--- src/rtl/pong_paddles.sv ---
// pong_paddles: polls both gamepad reports once per frame and turns them into paddle positions and serve pulses.
module pong_paddles #(
  parameter int SCREEN_H = 480,
  parameter int PADDLE_H = 64,
  parameter int SPEED    = 4,
  parameter int DEADZONE = 16,
  parameter int Y_W      = 10
) (
  input  logic           clk,
  input  logic           reset,
  input  logic           frame,
  input  logic [31:0]    rdata,
  output logic [1:0]     rreg,
  output logic [Y_W-1:0] paddle0_y,
  output logic [Y_W-1:0] paddle1_y,
  output logic [1:0]     serve,
  output logic           busy
);
  localparam int MAXY = SCREEN_H - PADDLE_H;
  localparam logic [Y_W-1:0] MID    = Y_W'(MAXY / 2);
  localparam logic [Y_W:0]   MAXY_W = (Y_W+1)'(MAXY);
  localparam logic [Y_W:0]   S1     = (Y_W+1)'(SPEED);
  localparam logic [Y_W:0]   S2     = (Y_W+1)'(2 * SPEED);
  localparam logic [8:0]     LO     = 9'(128 - DEADZONE);
  localparam logic [8:0]     HI     = 9'(128 + DEADZONE);
  typedef enum logic [1:0] {IDLE, CAP0, CAP1, UPD} state_t;
  state_t state, state_nxt;
  // Reports are kept compact as {connected, start, boost, y}
  logic [10:0] rep0, rep1;
  logic [1:0]  prev_start, start;
  logic        unused_rdata;
  assign unused_rdata = ^{rdata[30:18], rdata[7:0]};
  function automatic logic [Y_W-1:0] move(input logic [Y_W-1:0] y, input logic [10:0] r);
    logic [Y_W:0] yw, step;
    yw = {1'b0, y};
    step = r[8] ? S2 : S1;
    if (r[10] && {1'b0, r[7:0]} < LO) yw = (yw < step) ? '0 : yw - step;
    else if (r[10] && {1'b0, r[7:0]} > HI) yw = (yw + step > MAXY_W) ? MAXY_W : yw + step;
    return yw[Y_W-1:0];
  endfunction
  always_comb begin
    state_nxt = state == IDLE ? (frame ? CAP0 : IDLE) :
                state == CAP0 ? CAP1 :
                state == CAP1 ? UPD : IDLE;
    busy  = state != IDLE;
    rreg  = {1'b0, state == CAP1};
    start = {rep1[10] & rep1[9], rep0[10] & rep0[9]};
  end
  always_ff @(posedge clk) begin
    if (reset) begin
      state      <= IDLE;
      rep0       <= '0;
      rep1       <= '0;
      paddle0_y  <= MID;
      paddle1_y  <= MID;
      serve      <= '0;
      prev_start <= '0;
    end else begin
      state <= state_nxt;
      serve <= '0;
      if (state == CAP0) rep0 <= {rdata[31], rdata[17:8]};
      if (state == CAP1) rep1 <= {rdata[31], rdata[17:8]};
      if (state == UPD) begin
        paddle0_y  <= move(paddle0_y, rep0);
        paddle1_y  <= move(paddle1_y, rep1);
        serve      <= start & ~prev_start;
        prev_start <= start;
      end
    end
  end
endmodule

--- config.mk ---
export PLATFORM = sky130hd
export DESIGN_NAME = pong_paddles
export DESIGN_NICKNAME = d
export VERILOG_FILES = /design/src/rtl/pong_paddles.sv
export SDC_FILE = /design/constraint.sdc
export NUM_CORES = 1
export LEC_CHECK = 0
export ABC_CLOCK_PERIOD_IN_PS = 3400
export CELL_PAD_IN_SITES_DETAIL_PLACEMENT = 1
export CELL_PAD_IN_SITES_GLOBAL_PLACEMENT = 1
export CORE_UTILIZATION = 39
export CTS_CLUSTER_DIAMETER = 200
export DETAILED_ROUTE_END_ITERATION = 8
export GPL_ROUTABILITY_DRIVEN = 0
export PLACE_DENSITY = 0.88
export RECOVER_POWER = 100
export SLEW_MARGIN = 0
export SYNTH_ARGS = -nofsm -noshare
export SYNTH_HDL_FRONTEND = slang
export SYNTH_SLANG_ARGS = --single-unit
--- constraint.sdc ---
create_clock -name clk -period 3.4 [get_ports clk]
set_input_delay 0.51 -clock clk [delete_from_list [all_inputs] [get_ports clk]]
set_output_delay 0.51 -clock clk [all_outputs]
set_load 0.01 [all_outputs]
# Word-level counts from Yosys, hierarchy flattened
# Index checks and enable logic that the tools add are counted.
totals:
  regBits: 48
  word_cells: 52
  output_inout_bits: 25
  in_bits: 35
op_classes:
  reduce_logical: 11
  n_mux: 14
  n_lt_le_gt_ge: 8
  eq_ne: 3
  bitwise_logic: 5
  addsub: 4
op_table:
  columns: ["operator", "n"]
  rows:
  - ["$mux 10", 8]
  - ["$add 10x4->11", 2]
  - ["$gt 11x9->1 const B", 2]
  - ["$lt 10x4->1", 2]
  - ["$sub 10x4->10", 2]
  - ["$gt 8x8->1 const B", 2]
  - ["$lt 8x7->1 const B", 2]
  - ["$mux 4", 2]
  - ["$mux 2", 3]
  - ["$reduce_bool 2->1", 3]
  - ["$eq 2x2->1 const B", 2]
  - ["$logic_and 1x1->1", 4]
  - ["$reduce_and 2->1", 2]
  - ["$and 1x1->1", 2]
  - ["$and 2x2->2", 1]
  - ["$eq 2x1->1 const B", 1]
  - ["$logic_not 2->1", 1]
  - ["$not 2->2", 1]
  - ["$reduce_or 2->1", 1]
  - ["$mux 1", 1]
  - ["$not 1->1", 1]

# Depth between registers and ports, before layout
logic_depth:
  ltp_word: 6
  mapped_depth: 11
  depth_no_buf: 11

# Worst setup path after synthesis
# OpenSTA, ideal clock, no wires.
synth_path:
  kind: "register to register"
  startpoint: "reg rep1[8]"
  endpoint: "reg paddle1_y[5]"
  period_less_slack_ns: 2.381
  arrival_time_ns: 2.293
  setup_slack_ns: 1.019
  t_required_ns: 3.312
  stages_incl_launch_ff: 11
  path_buffers: 0
  setup_time_ns: 0.088
  path_cell_list: "dfxtp_1 -> inv_1 -> ha_1 -> inv_1 -> fa_1 -> and3b_1 -> nand3_2 -> nor3_2 -> a21boi_2 -> o211ai_4 -> a311oi_2"
synth_via:
  elab_chain_cells: 6
  word_cells_on_any_way: 9
  cone_classes: "add/sub: 2; order compare: 2; mux: 5"
synth_lines:
  columns: ["item", "line_no", "text"]
  rows:
  - ["start, declared", "29", "logic [10:0] rep0, rep1;"]
  - ["start signal, assigned", "62", "if (state == CAP1) rep1 <= {rdata[31], rdata[17:8]};"]
  - ["$mux 4 (*)", "36", "step = r[8] ? S2 : S1;"]
  - ["$add 10x4->11", "38", "else if (r[10] && {1'b0, r[7:0]} > HI) yw = (yw + step > MAXY_W) ? MAXY_W : yw + step;"]
  - ["$gt 11x9->1", "38", null]
  - ["$mux 10 (2 in a row)", "38", null]
  - ["$mux 10 (*)", "37", "if (r[10] && {1'b0, r[7:0]} < LO) yw = (yw < step) ? '0 : yw - step;"]
  - ["end signal, assigned", "65", "paddle1_y <= move(paddle1_y, rep1);"]
  - ["end, declared", "15", "output logic [Y_W-1:0] paddle1_y,"]
# Every way passes the cells marked *; elsewhere a longest branch is shown, timed or not. The select of a mux whose other input is x is not followed.
# A chain may end at the register's enable or synchronous reset.

# Worst setup path in the final report
layout_path:
  startpoint: "reg rep1[8]"
  endpoint: "reg paddle1_y[6]"
# Same word-level chain as after synthesis.

==> metrics.txt <==
status completed; io pins 60; sequential share of the synthesized area 0.299; vias in the first global route ~2,500; Hold Path Class reg2reg; hold_buf cts 0; Layout Nets around 410; post-detail-place hpwl about 5600 um; commonest cells in the netlist dfxtp_1 (44), nor2_1 (37), nand2_1 (27); number of synthesized flops with an enable pin 0; detailed-route via count ~2,600; Yosys cell types 69; IO buf count 33; Die Height 88.8 um; number of routed nets with antenna violations 0; DRC 0; Clock Latency Late Sink 300 ps; CP Data Required Time 3570 ps; GRT Total Usage 0.199; FF+latch count, synth 44; Post-Syn Area 0.00294 mm2; fmax 0.336 GHz; Final Cycle Share 0.876; Hold Violations, Final 0; CP Data Arrival Time 3150 ps; Reg clk slew, reported paths 90 ps; dominant cell type by area after synthesis dfxtp_1; Root Driver clkbuf_8; Crit. End Element flop; crit-path max FO 7; CP Class reg2reg; Antenna Cells 0; WL/cell ~16 um; share of synthesized registers carrying an async set or reset 0; Pleak 1.17 nW; Mapped Cells 339; largest net degree at the start of global routing 42; layout cells sized above 1 0.0909; final setup fails 0; Row Count 31; crit path launch type flop; share of the synthesized area in the top cell type 0.299; Area contributors post-synth dfxtp_1 (30%), mux2i_1 (8.8%), ha_1 (5.1%); Total Power about 0.97 mW; die width 88.8 um; fill count 879; TritonCTS clock tree built; Iter 0 DRT Violations 183; TritonCTS Buffers 5; Core ar. 0.00725 mm2; clock sinks 44; Mean Syn Cell Area 8.68 um2; post-cts sizing count 0; initial core utilization 0.406; Setup Fix Bufs, Post-CTS 0; RSZ-0062 raised after global routing no; global route overflow 0; setup tns final 0 ps; global-route wire length before repair 12,200 um; max-slew violation count 0; Worst Tran Pin Value 862 ps; Slew HR 0.424; Tmin final 2980 ps; IR drop worst, VDD between 150 and 200 uV; Pwr per Cell Area between 200 and 300 mW/mm2; DRT Pass-1 Iters 4; MaxCap Viol Count 0; initial antenna violation count 0; Clock Path Buffers 2; vias per cell 5.53; Synth Warn # 0; die area 0.00789 mm2; worst clock skew 6.24 ps; R2R Setup Slk 420 ps; H-tree levels 2; Min Hold Slack ~430 ps; Finished Layout Cells 462; dpl cells 454; Area growth, synth to finish 13.7%; ys flop type dfxtp_1; most common cell in the synthesized netlist dfxtp_1; WL final approximately 7600 um
[cells in the final DEF, fill, tap and decap left out, types with 12 or more instances in the layout]
master,n
nand2_1,27
clkdlybuf4s50_1,12
dlygate4sd3_1,21
a21oi_1,18
nor2_1,37
inv_1,18
ha_1,12
mux2i_1,26
o21ai_0,15
dfxtp_1,44
[power by group]
| part | switching [mW] | internal, mW |
|---|---|---|
| Combinational | 0.0455 | 0.0357 |
| Sequential | 0.00807 | 0.524 |
| Clock | 0.189 | 0.165 |
[path summary, 6_finish.rpt]
kind	startpoint	endpoint	depth (start not counted)
hold reg to reg	prev_start[1]$_SDFFE_PP0P_	serve[1]$_SDFF_PP0_	1
hold / removal	prev_start[1]$_SDFFE_PP0P_	serve[1]$_SDFF_PP0_	1
setup reg to reg	rep1[8]$_SDFFE_PP0P_	paddle1_y[6]$_SDFFE_PP1P_	11
setup / recovery	rep1[8]$_SDFFE_PP0P_	paddle1_y[6]$_SDFFE_PP1P_	11
[critical path, stage by stage, from the launching register on]
cell	delay, ps
dfxtp_1	340
inv_1	180
ha_1	230
inv_1	60
fa_1	500
and3b_1	360
nand3_2	130
nor3_2	220
a21boi_0	430
o21ai_1	150
nand2_1	120
o2111ai_1	130
[routing by layer]
metal	vias up	GRT usage	wire length [um]	part of all wire
li1	1248	-	-	-
met3	10	0.0271	222	0.029
met4	0	0.0543	71	0.0094
met1	1250	0.261	3610	0.48
met2	45	0.343	3670	0.49
met5	-	0	0	0
[cells by family after synthesis]
kind of cell | Yosys count | share of synthesized area
compound gates | 78 | 0.203
xor+xnor | 7 | 0.0208
fa+ha+maj | 16 | 0.0783
buf+inv | 41 | 0.0783
flops | 44 | 0.299
mux | 26 | 0.0885
other cells | 1 | 0.00127
simple gates | 126 | 0.230
[per-stage QoR]
stage          cell area, um2  setup slack (ps)   util
2_1_floorplan            2960              1020      -
3_3_place_gp             3260               766  0.450
3_5_place_dp             3260               659  0.450
4_1_cts                  3360               617  0.463
5_1_grt                  3340               220  0.461
6_report                 3340               422  0.461
[layout make-up]
class | instances | area (um2) | area share
inverters | 18 | 67.6 | 0.0202
well taps | 99 | 124 | 0.0370
repair buffers | 35 | 345 | 0.103
flip-flops and latches | 44 | 881 | 0.263
clock buffers | 6 | 82.6 | 0.0247
clock inverters | 2 | 15.0 | 0.00449
multi-input cells | 258 | 1830 | 0.547
[sequential cells by signal (all words and copies together) (netlist names)]
name / flops
rep0: 11
rep1: 11
paddle0_y: 8
paddle1_y: 8
prev_start: 2
serve: 2
state: 2
No activity file was read; power rests on OpenSTA's default activity.
